`config.mk`:
```
export PLATFORM = sky130hd
export DESIGN_NAME = control_module
export DESIGN_NICKNAME = d
export VERILOG_FILES = /design/src/rtl/control_module_pkg.sv /design/src/rtl/control_module_ctrl_rom.sv /design/src/rtl/control_module.sv
export SDC_FILE = /design/constraint.sdc
export NUM_CORES = 1
export LEC_CHECK = 0
export CAP_MARGIN = 20
export CORE_AREA = 2 2 39 41
export DETAILED_ROUTE_END_ITERATION = 8
export DIE_AREA = 0 0 41 43
export DONT_BUFFER_PORTS = 1
export GPL_TIMING_DRIVEN = 0
export MAX_ROUTING_LAYER = met4
export SETUP_SLACK_MARGIN = 0.1
export SLEW_MARGIN = 20
export SYNTH_ARGS = -nofsm -noshare
export SYNTH_HDL_FRONTEND = slang
export SYNTH_SLANG_ARGS = --single-unit
```
`constraint.sdc`:
```
create_clock -name clk -period 1.9 [get_ports clk]
set_clock_uncertainty 0.1 [all_clocks]
set_input_delay 0.38 -clock clk [delete_from_list [all_inputs] [get_ports clk]]
set_output_delay 0.38 -clock clk [all_outputs]
set_load 0.02 [all_outputs]
```
`src/rtl/control_module_pkg.sv`:
```
// rtl/control_module_pkg.sv - shared opcodes, T-states and control-word bit map for the sequencer
package control_module_pkg;

   localparam int OPW   = 4;
   localparam int STEPW = 3;

   typedef enum logic [OPW-1:0] {
      OP_NOP = 4'h0,
      OP_LDA = 4'h1,
      OP_ADD = 4'h2,
      OP_SUB = 4'h3,
      OP_STA = 4'h4,
      OP_LDI = 4'h5,
      OP_JMP = 4'h6,
      OP_JC  = 4'h7,
      OP_JZ  = 4'h8,
      OP_OUT = 4'hE,
      OP_HLT = 4'hF
   } opcode_e;

   typedef enum logic [STEPW-1:0] {
      T0 = 3'd0,
      T1 = 3'd1,
      T2 = 3'd2,
      T3 = 3'd3,
      T4 = 3'd4
   } tstate_e;

   localparam int CW_W       = 16;
   localparam int CW_HLT     = 15;
   localparam int CW_CO      = 14;
   localparam int CW_CE      = 13;
   localparam int CW_J       = 12;
   localparam int CW_MI      = 11;
   localparam int CW_RI      = 10;
   localparam int CW_RO      = 9;
   localparam int CW_II      = 8;
   localparam int CW_IO      = 7;
   localparam int CW_AI      = 6;
   localparam int CW_AO      = 5;
   localparam int CW_BI      = 4;
   localparam int CW_ALU_OE  = 3;
   localparam int CW_ALU_SUB = 2;
   localparam int CW_ALU_IE  = 1;
   localparam int CW_OI      = 0;

   typedef logic [CW_W-1:0] cw_t;

endpackage

```
`src/rtl/control_module_ctrl_rom.sv`:
```
// rtl/control_module_ctrl_rom.sv - combinational microcode decode of step, opcode and flags
module control_module_ctrl_rom
   import control_module_pkg::*;
(
   input  logic [STEPW-1:0] step,
   input  logic [OPW-1:0]   opcode,
   input  logic             zf,
   input  logic             cf,
   output logic [CW_W-1:0]  cw,
   output logic             last_step
);

   always_comb begin
      cw        = '0;
      last_step = 1'b0;
      case (step)
         T0: begin
            cw[CW_CO] = 1'b1;
            cw[CW_MI] = 1'b1;
         end
         T1: begin
            cw[CW_RO] = 1'b1;
            cw[CW_II] = 1'b1;
            cw[CW_CE] = 1'b1;
            case (opcode)
               OP_LDA, OP_ADD, OP_SUB, OP_STA, OP_LDI,
               OP_JMP, OP_JC, OP_JZ, OP_OUT, OP_HLT: last_step = 1'b0;
               default:                              last_step = 1'b1;
            endcase
         end
         T2: begin
            // Flags only steer the jump here; other steps never look at them.
            case (opcode)
               OP_LDA, OP_ADD, OP_SUB, OP_STA: begin
                  cw[CW_IO] = 1'b1;
                  cw[CW_MI] = 1'b1;
               end
               OP_LDI: begin
                  cw[CW_IO] = 1'b1;
                  cw[CW_AI] = 1'b1;
                  last_step = 1'b1;
               end
               OP_JMP: begin
                  cw[CW_IO] = 1'b1;
                  cw[CW_J]  = 1'b1;
                  last_step = 1'b1;
               end
               OP_JC: begin
                  cw[CW_IO] = 1'b1;
                  cw[CW_J]  = cf;
                  last_step = 1'b1;
               end
               OP_JZ: begin
                  cw[CW_IO] = 1'b1;
                  cw[CW_J]  = zf;
                  last_step = 1'b1;
               end
               OP_OUT: begin
                  cw[CW_AO] = 1'b1;
                  cw[CW_OI] = 1'b1;
                  last_step = 1'b1;
               end
               OP_HLT:  cw[CW_HLT] = 1'b1;
               default: last_step  = 1'b1;
            endcase
         end
         T3: begin
            case (opcode)
               OP_LDA: begin
                  cw[CW_RO] = 1'b1;
                  cw[CW_AI] = 1'b1;
                  last_step = 1'b1;
               end
               OP_ADD, OP_SUB: begin
                  cw[CW_RO]      = 1'b1;
                  cw[CW_BI]      = 1'b1;
                  cw[CW_ALU_SUB] = (opcode == OP_SUB);
               end
               OP_STA: begin
                  cw[CW_AO] = 1'b1;
                  cw[CW_RI] = 1'b1;
                  last_step = 1'b1;
               end
               default: last_step = 1'b1;
            endcase
         end
         T4: begin
            last_step = 1'b1;
            if (opcode == OP_ADD || opcode == OP_SUB) begin
               cw[CW_ALU_OE]  = 1'b1;
               cw[CW_AI]      = 1'b1;
               cw[CW_ALU_IE]  = 1'b1;
               cw[CW_ALU_SUB] = (opcode == OP_SUB);
            end
         end
         default: last_step = 1'b1;
      endcase
   end

endmodule

```
`src/rtl/control_module.sv`:
```
// rtl/control_module.sv - falling-edge step sequencer with halt latch and reset-gated control outputs
module control_module
   import control_module_pkg::*;
(
   input  logic             clk,
   input  logic             rst,
   input  logic [OPW-1:0]   opcode,
   input  logic             zf,
   input  logic             cf,
   output logic             hlt,
   output logic             co,
   output logic             ce,
   output logic             j,
   output logic             mi,
   output logic             ri,
   output logic             ro,
   output logic             ii,
   output logic             io,
   output logic             ai,
   output logic             ao,
   output logic             bi,
   output logic             alu_oe,
   output logic             alu_sub,
   output logic             alu_ie,
   output logic             oi,
   output logic [STEPW-1:0] step
);

   logic [STEPW-1:0] step_q;
   logic             halted;
   logic [CW_W-1:0]  rom_cw;
   logic             last_step;
   logic [CW_W-1:0]  cw;

   control_module_ctrl_rom u_rom (
      .step      (step_q),
      .opcode    (opcode),
      .zf        (zf),
      .cf        (cf),
      .cw        (rom_cw),
      .last_step (last_step)
   );

   // Falling-edge update keeps the control word stable across the rising edge where registers latch.
   always_ff @(negedge clk) begin
      if (rst) begin
         step_q <= T0;
         halted <= 1'b0;
      end else if (!halted) begin
         if (step_q == T2 && opcode == OP_HLT)
            halted <= 1'b1;
         else if (last_step)
            step_q <= T0;
         else
            step_q <= step_q + STEPW'(1);
      end
   end

   always_comb begin
      cw = '0;
      if (!rst) begin
         if (halted)
            cw[CW_HLT] = 1'b1;
         else
            cw = rom_cw;
      end
   end

   assign hlt     = cw[CW_HLT];
   assign co      = cw[CW_CO];
   assign ce      = cw[CW_CE];
   assign j       = cw[CW_J];
   assign mi      = cw[CW_MI];
   assign ri      = cw[CW_RI];
   assign ro      = cw[CW_RO];
   assign ii      = cw[CW_II];
   assign io      = cw[CW_IO];
   assign ai      = cw[CW_AI];
   assign ao      = cw[CW_AO];
   assign bi      = cw[CW_BI];
   assign alu_oe  = cw[CW_ALU_OE];
   assign alu_sub = cw[CW_ALU_SUB];
   assign alu_ie  = cw[CW_ALU_IE];
   assign oi      = cw[CW_OI];
   assign step    = step_q;

endmodule

```
==> summary.md, run 1 <==
| Metric | Value |
|---|---|
| Startpoint type of the worst setup path | `flop` |
| Top post-synthesis cells by count | `inv_1 (8), nand2_1 (7), nor3_1 (7)` |
| Yosys warns | `0` |
| Nets@finish | `134` |
| Post-route ant nets | `0` |
| Origin of the worst min-delay path | `step[1]` |
| Status | `complete, but fails checks` |
| Synthesized Nets | `99` |
| Post-synthesis adder-cell area fraction | `10.2%` |
| Hold WS | `0.503 ns` |
| Io pins | `27` |
| Wirelength, routed | `2630 um` |
| Req. time, crit path | `1.42 ns` |
| Core Area | `0.00138 mm^2` |
| Max H-tree Level | `1` |
| Port Buffer Count | `0` |
| Cell area after synthesis | `614 um^2` |
| Mean area per synthesized cell | `7.14 um^2` |
| Fin. Hold Viols | `0` |
| Synth-to-Final Area Change | `103%` |
| Slew @ Worst Pin | `0.383 ns` |
| Initial antenna violation count | `0` |
| Cell count of the worst hold path | `1` |
| Max Fanout on Critical Path | `6` |
| Overall die height | `43 um` |
| Reg2reg start | `step[0]` |
| CTS tree | `yes` |
| Number of clock sinks | `4` |
| Violated checks | `negative setup slack` |
| Clock network power share | `15.0%` |
| Drt drc | `0` |
| DRT iter0 DRCs | `31` |
| Async set-reset flop share out of synthesis | `0%` |
| CP Capture Type | `output pin` |
| Reg-to-reg endpoint | `step[0]` |
| Sequential-to-total area share from yosys stat | `13.0%` |
| Die Wd | `41 um` |
| Mux cell area share after synthesis | `4.28%` |
| Vias | `822` |
| Synth top area share | `13.0%` |
| CTS buffer count | `3` |
| Register bit count reported by yosys | `4` |
| Ranking of synthesized cells by area | `dfxtp_1 (13%), ha_1 (10%), nor3_1 (5.7%), inv_1 (4.9%), nand2_1 (4.3%)` |
| Max cap viols | `0` |
| # fillers | `57` |
| Mapped Cells | `86` |
| Switching share of total power | `48.7%` |
| Synth Area in Simple Gates | `39.1%` |
| Sequential Power Share | `17.8%` |
| FF/Latch Area | `91.3 um^2` |
| Vias in the first global route | `830` |
| Hold path endpoint | `step[1]` |
| Max_slew headroom | `74.3%` |
| Largest net degree at the start of global routing | `11` |
| Ant. Diodes | `0` |
| Pwr Density | `906 mW/mm^2` |
| Drt wl/cell | `19.5 um` |
| EDFF count, synth | `0` |
| Main synth FF type | `dfxtp_1` |
| Top-count cell post-synth | `inv_1` |
| Area occupied by multi-input gates | `733 um^2` |
| Worst-path clk slew | `0.05 ns` |
| Share of cells above drive strength 1 | `69.7%` |
| Std-Cell Rows | `14` |
| Setup CP Type | `reg -> out` |
| Setup ws final | `-1.31 ns` |
| Cells on worst reg2reg path | `8` |
| Placer Congestion | `0.791` |
| CTS max path bufs | `2` |
| Detailed Place HPWL | `1230 um` |
| Dominant cell type by area after synthesis | `dfxtp_1` |
| Initial Util | `44.4%` |
| Xor/xnor share of the synthesized area | `2.85%` |
| Area fraction in compound gates after synthesis | `17.1%` |
| Die area | `0.00176 mm^2` |
| Setup violators final | `23` |
| Pint | `0.580 mW` |
| Max Transition Viols Final | `0` |
| Global route overflow | `0` |
| Via-to-Cell Ratio | `6.09` |
| Power Total | `1.13 mW` |
| GRT Util Overall | `31.2%` |
| Post-synthesis cell type count | `34` |
| Global-route wire length before repair | `3610 um` |
| RSZ-0062 raised after global routing | `true` |
| Leakage | `0.501 nW` |
| Reg-to-reg slack, setup | `-0.27 ns` |
| Root Driver | `clkbuf_4` |
| Setup TNS | `-19.13 ns` |
| Hold crit path type | `reg -> reg` |
| CP arrival | `2.73 ns` |
| Comb pwr share | `67.3%` |
| Worst vdd ir | `1070 uV` |
| NetSw | `0.550 mW` |
| Main combinational cell family by area after synthesis | `simple AND/OR/NAND/NOR gates` |
| Clock Latency Late Sink | `0.34 ns` |
| DRT Pass-1 Iters | `4` |
[state kept, by name, summed over array words and instances (netlist names)]
signal  count
step        3
halted      1
[power by group through the flow]
stage	sequential (mW)	combinational, mW	clock (mW)
after floorplan	0.183	0.412	0.0162
after global placement	0.193	0.475	0.0162
after detailed placement	0.193	0.478	0.0162
after CTS	0.200	0.671	0.147
after global routing	0.205	0.796	0.182
final	0.201	0.760	0.169
[kinds of logic (layout without fill, tap and decap cells)]
| kind of cell | Yosys count | after routing |
|---|---|---|
| muxes | 2 | 2 |
| AOI/OAI and AO/OA | 14 | 14 |
| and+or+nand+nor | 44 | 44 |
| xor gates and xnor gates | 2 | 2 |
| DFF | 4 | 4 |
| buffers and inverters | 15 | 48 |
| adders and majority gates | 5 | 5 |
[per-stage QoR]
step | cell area [um^2] | instances | setup WS (ns) | utilization (%)
after floorplan | 805 | 86 | -0.890 | -
after global placement | 825 | 102 | -0.990 | 59.6
after detailed placement | 825 | 102 | -1.00 | 59.6
after CTS | 1190 | 130 | -1.18 | 86.3
after global routing | 1250 | 135 | -1.35 | 90.1
final | 1250 | 135 | -1.31 | 90.1
[worst max-delay path: stages (launching register included)]
cell and delay (ns):
dfxtp_4 0.40, inv_4 0.10, ha_4 0.14, nor2b_4 0.19, mux2_4 0.18, nand2_2 0.04, o21ai_1 0.16, and3_4 0.25
[cell usage in the layout, fill, tap and decap left out, types with 2 or more instances in the layout]
| cell type | n |
|---|---|
| and2_4 | 2 |
| inv_1 | 8 |
| nor3_4 | 2 |
| nor3_1 | 3 |
| ha_4 | 4 |
| buf_6 | 8 |
| a31oi_1 | 3 |
| clkbuf_4 | 3 |
| nand2_1 | 4 |
| and3_4 | 3 |
| xnor2_1 | 2 |
| nand2_2 | 3 |
| buf_4 | 22 |
| nand3_1 | 2 |
| dfxtp_4 | 3 |
| buf_12 | 3 |
| nor2_4 | 5 |
| nor2b_1 | 2 |
| nor2_1 | 2 |
| mux2_4 | 2 |
| a21oi_4 | 4 |
| nor3_2 | 2 |
| nor3b_2 | 2 |
| inv_4 | 2 |
[layer usage]
metal  GRT usage [%]  up-vias  wire length [um]
met2            47.5       54              1350
met4            18.7        0                89
met1            33.4      385               986
li1                -      372                 -
met5               -        -                 0
met3            9.95       11               196
[cell type report]
type	instances	area share [%]
flip-flops and latches	4	7.32
well taps	16	1.60
clock buffers	3	1.81
plain buffers	7	8.43
multi-input cells	67	58.8
repair buffers	27	18.1
clock inverters	4	1.20
inverters	7	2.81
[worst max-delay path by stage]
stage	from	slack, ns	endpoint
global placement	step[0]	-0.99	ao
finish	step[0]	-1.31	ai
detailed placement	step[0]	-1.0	ai
CTS	step[0]	-1.18	ao
global route	step[0]	-1.35	ai
floorplan	step[0]	-0.89	ao
[timing repair]
item / 4_1_cts / 5_1_grt
hold endpoints to repair: 0 / 0
setup endpoints to repair: 23 / 23
cloned: 0 / 0
pin swaps: 19 / 10
hold buffers: 0 / 0
setup buffers: 22 / 5
gates resized for setup: 39 / 3
Note: power is estimated with default switching activity, not from simulation.
==> run 2: changes to the inputs <==
CAP_MARGIN = default   (was 20)
SKIP_CTS_REPAIR_TIMING = 1   (was default)
==> run 2 against run 1 <==
The run still ends with negative setup slack left. Core utilization decreased by 13 points. Final cell count decreased by 10%. Power decreased by 16%. Register-to-register slack improved by 0.12 ns. Critical path depth unchanged. Largest cell class unchanged. Sequential power about the same. Highest routed layer unchanged.
==> summary.md, run 2 (synthesis results as in run 1) <==
| Metric | Value |
|---|---|
| Synth-to-Final Area Change | `73.7%` |
| DRT iter0 DRCs | `25` |
| Core Area | `0.00138 mm^2` |
| FF/Latch Area | `91.3 um^2` |
| Worst-path clk slew | `0.04 ns` |
| Max cap viols | `0` |
| Drt wl/cell | `15.2 um` |
| Die Wd | `41 um` |
| Reg-to-reg slack, setup | `-0.15 ns` |
| Hold path endpoint | `step[2]` |
| Setup TNS | `-17.98 ns` |
| Post-route ant nets | `0` |
| Setup CP Type | `reg -> out` |
| Violated checks | `negative setup slack` |
| Cells on worst reg2reg path | `8` |
| Largest net degree at the start of global routing | `11` |
| Origin of the worst min-delay path | `halted` |
| Req. time, crit path | `1.42 ns` |
| Max Fanout on Critical Path | `6` |
| Max Transition Viols Final | `0` |
| Initial Util | `44.4%` |
| Port Buffer Count | `0` |
| Drt drc | `0` |
| Slew @ Worst Pin | `0.387 ns` |
| Startpoint type of the worst setup path | `flop` |
| CTS max path bufs | `2` |
| GRT Util Overall | `22.8%` |
| Std-Cell Rows | `14` |
| Global-route wire length before repair | `2710 um` |
| CTS tree | `yes` |
| CP arrival | `2.62 ns` |
| Share of cells above drive strength 1 | `61.9%` |
| Reg-to-reg endpoint | `step[0]` |
| Setup ws final | `-1.20 ns` |
| Uppermost routed layer | `met4` |
| Reg2reg start | `step[2]` |
| Clock Latency Late Sink | `0.31 ns` |
| Initial antenna violation count | `0` |
| DR WL met3 | `127 um` |
| Vias in the first global route | `610` |
| # fillers | `102` |
| WL met2 | `902 um` |
| Number of clock sinks | `4` |
| Leakage | `0.404 nW` |
| Via-to-Cell Ratio | `5.95` |
| Hold crit path type | `reg -> reg` |
| Worst vdd ir | `890 uV` |
| DP Worst Slack | `-1.00 ns` |
| Placer Congestion | `0.791` |
| Overall die height | `43 um` |
| Die area | `0.00176 mm^2` |
| Most common cell after layout, fill and taps aside | `buf_4` |
| Most frequent cells in the layout | `buf_4 (14), inv_1 (8), nand2_1 (7)` |
| Post-route insts no fill | `121` |
| Wirelength, routed | `1830 um` |
| Cell count of the worst hold path | `2` |
| Max_slew headroom | `74.0%` |
| Pwr Density | `889 mW/mm^2` |
| Hold WS | `0.422 ns` |
| Global route overflow | `0` |
| Root Driver | `clkbuf_4` |
| DRT Pass-1 Iters | `4` |
| Status | `complete, but fails checks` |
| Nets@finish | `120` |
| Power Total | `0.948 mW` |
| Vias | `720` |
| CTS buffer count | `3` |
| Fin. Hold Viols | `0` |
| Detailed Place HPWL | `1230 um` |
| Placed cell count | `102` |
| DRT met1 WL | `779 um` |
| RSZ-0062 raised after global routing | `true` |
| Area occupied by multi-input gates | `682 um^2` |
| Ant. Diodes | `0` |
| Max reg flops | `3` |
| Max H-tree Level | `1` |
| Setup violators final | `22` |
| Io pins | `27` |
| CP Capture Type | `output pin` |
## run 2: cell types whose count changed in the layout (fill, tap and decap cells not counted), sizes merged
cell / change
buf: -14
## run 2: where the power goes
part | total (mW) | internal, mW | switching, mW
Combinational | 0.598 | 0.290 | 0.308
Clock | 0.152 | 0.0832 | 0.0683
Sequential | 0.199 | 0.120 | 0.0786
Total | 0.948 | 0.493 | 0.455
## run 2: layer usage
metal / track usage [%] / vias up
li1: - / 344
met1: 30.9 / 344
met2: 29.4 / 28
met3: 12.6 / 4
met4: 5.33 / 0
met5: - / -
## run 2: worst max path at each step
stage            start  end  slack (ns)  cells past startpoint
3_5_place_dp   step[0]   ai        -1.0                      7
2_1_floorplan  step[0]   ao       -0.89                      5
6_report       step[0]   ai       -1.20                      7
4_1_cts        step[0]   ai       -1.31                      7
5_1_grt        step[1]   ai       -1.27                      5
3_3_place_gp   step[0]   ao       -0.99                      5
## run 2: area by class of cell
type | instances | share of cell area, %
Buffer | 7 | 9.73
Clock buffer | 3 | 2.11
Clock inverter | 4 | 1.41
Inverter | 7 | 3.28
Multi-Input combinational cell | 67 | 63.9
Sequential cell | 4 | 8.56
Tap cell | 16 | 1.88
Timing Repair Buffer | 13 | 9.14
## run 2: worst max-delay path, stage by stage (launching register included)
cell	delay, ns
dfxtp_4	0.43
inv_4	0.06
ha_4	0.17
nor2b_4	0.13
mux2_2	0.26
nand2_1	0.07
o21ai_1	0.05
and3_4	0.20
## run 2: stage by stage
step           utilization (%)  cell area [um^2]
6_report                  77.1              1070
5_1_grt                   77.1              1070
4_1_cts                   62.0               858
3_5_place_dp              59.6               825
3_3_place_gp              59.6               825
2_1_floorplan                -               805
==> run 3: changes to the inputs <==
CELL_PAD_IN_SITES_DETAIL_PLACEMENT = 0   (was default)
CELL_PAD_IN_SITES_GLOBAL_PLACEMENT = 1   (was default)
CORE_AREA = default   (was 2 2 39 41)
CORE_ASPECT_RATIO = 0.8   (was default)
CORE_UTILIZATION = 37   (was default)
DIE_AREA = default   (was 0 0 41 43)
PLACE_DENSITY_LB_ADDON = 0.1   (was default)
REMOVE_ABC_BUFFERS = 1   (was default)
TNS_END_PERCENT = 100   (was default)
==> run 3 against run 2 <==
The run still ends with negative setup slack left. Die area rose by 3.7%. Worst hold slack got worse by 0.0057 ns. Count of clock-buffer cells in the layout did not move. Sequential power rose by 3%. Core utilization fell by 16 points. Largest power group unchanged.
==> summary.md, run 3 (synthesis results as in run 1) <==
| Metric | Value |
|---|---|
| Origin of the worst min-delay path | `halted` |
| Hold crit path type | `reg -> reg` |
| Setup violators final | `22` |
| Core Area | `0.00147 mm^2` |
| NetSw | `0.427 mW` |
| Most frequent cells in the layout | `inv_1 (8), buf_4 (6), nor3_1 (5), nand2_2 (5), ha_4 (4)` |
| Global route overflow | `0` |
| DR WL met3 | `99 um` |
| Port Buffer Count | `0` |
| Pwr Density | `989 mW/mm^2` |
| Max H-tree Level | `1` |
| CP arrival | `2.65 ns` |
| Initial Util | `41.8%` |
| Final Core Density | `61.0%` |
| Die Wd | `47.6 um` |
| Worst setup path start | `step[0]` |
| Drt drc | `0` |
| Startpoint type of the worst setup path | `flop` |
| Drt wl/cell | `15.0 um` |
| Setup TNS | `-17.58 ns` |
| DP Area | `588 um^2` |
| CP Capture Point | `ao` |
| WL met2 | `799 um` |
| Vias in the first global route | `549` |
| Worst-path clk slew | `0.04 ns` |
| Most common cell after layout, fill and taps aside | `inv_1` |
| Max_slew headroom | `54.5%` |
| Reg2reg start | `step[1]` |
| Max Fanout on Critical Path | `6` |
| Std-Cell Rows | `12` |
| Initial antenna violation count | `0` |
| Detailed Place HPWL | `1110 um` |
| Fin. Hold Viols | `0` |
| Req. time, crit path | `1.42 ns` |
| Largest net degree at the start of global routing | `14` |
| Clock network power share | `16.1%` |
| Pint | `0.461 mW` |
| Synth-to-Final Area Change | `46.0%` |
| Nets@finish | `107` |
| Sequential Power Share | `23.0%` |
| DRT Pass-1 Iters | `3` |
| Uppermost routed layer | `met4` |
| Leakage | `0.321 nW` |
| Setup CP Type | `reg -> out` |
| Max Transition Viols Final | `0` |
| Wirelength, routed | `1700 um` |
| Via-to-Cell Ratio | `5.73` |
| CP Capture Type | `output pin` |
| # fillers | `143` |
| Max cap viols | `0` |
| Reg-to-reg endpoint | `step[0]` |
| Max reg flops | `3` |
| Clock Latency Late Sink | `0.30 ns` |
| CTS max path bufs | `2` |
| CTS tree | `yes` |
| Slew @ Worst Pin | `0.680 ns` |
| CTS buffer count | `3` |
| RSZ-0062 raised after global routing | `true` |
| Status | `complete, but fails checks` |
| Setup ws final | `-1.23 ns` |
| Reg-to-reg slack, setup | `-0.26 ns` |
| Vias | `647` |
| Switching share of total power | `48.1%` |
| Cells on worst reg2reg path | `8` |
| Global-route wire length before repair | `2330 um` |
| Power Total | `0.887 mW` |
| DRT met1 WL | `785 um` |
| Overall die height | `38.4 um` |
| Placer Congestion | `0.709` |
| Final Cell Area | `897 um^2` |
| Root Driver | `clkbuf_4` |
| Post-route ant nets | `0` |
| Io pins | `27` |
| DRT iter0 DRCs | `8` |
| Share of cells above drive strength 1 | `57.6%` |
| GRT Util Overall | `18.4%` |
| Number of clock sinks | `4` |
| Worst vdd ir | `596 uV` |
| Die area | `0.00183 mm^2` |
| Ant. Diodes | `0` |
| Comb pwr share | `61.0%` |
| Violated checks | `negative setup slack` |
| Hold WS | `0.416 ns` |
-- run 3: layout make-up --
type	instances	area [um^2]	share of cell area [%]
clock inverters	4	15.0	1.67
inverters	7	28.8	3.21
repair buffers	7	50.0	5.58
multi-input cells	67	662	73.8
clock buffers	3	22.5	2.51
flip-flops and latches	4	92.6	10.3
well taps	21	26.3	2.93
-- run 3: power groups by stage --
stage / registers, mW / logic (mW) / clock network, mW
floorplan: 0.161 / 0.300 / 0.0164
global placement: 0.172 / 0.356 / 0.0164
global route: 0.207 / 0.576 / 0.160
finish: 0.204 / 0.541 / 0.143
detailed placement: 0.171 / 0.357 / 0.0164
CTS: 0.170 / 0.360 / 0.147
-- run 3: worst min-delay path by stage --
stage | endpoint | depth (start not counted)
6_report | step[2] | 2
5_1_grt | step[2] | 2
4_1_cts | step[2] | 2
3_5_place_dp | step[2] | 2
3_3_place_gp | step[2] | 2
2_1_floorplan | step[2] | 2
-- run 3: per-layer routing --
layer	GRT usage, %	vias to the layer above
met5	-	-
met4	1.39	0
li1	-	322
met3	7.55	2
met1	23.7	301
met2	28.1	22
-- run 3: critical path, cell delays in order, from the launching register on --
cell and delay [ns]:
dfxtp_4 0.42, ha_4 0.17, ha_4 0.14, nor3b_2 0.17
a31oi_2 0.07, nor4b_4 0.43
-- run 3: metrics by stage --
step,std cells,setup WS (ns)
5_1_grt,113,-1.34
4_1_cts,106,-2.01
3_5_place_dp,100,-1.68
6_report,113,-1.23
3_3_place_gp,100,-1.67
2_1_floorplan,79,-1.49
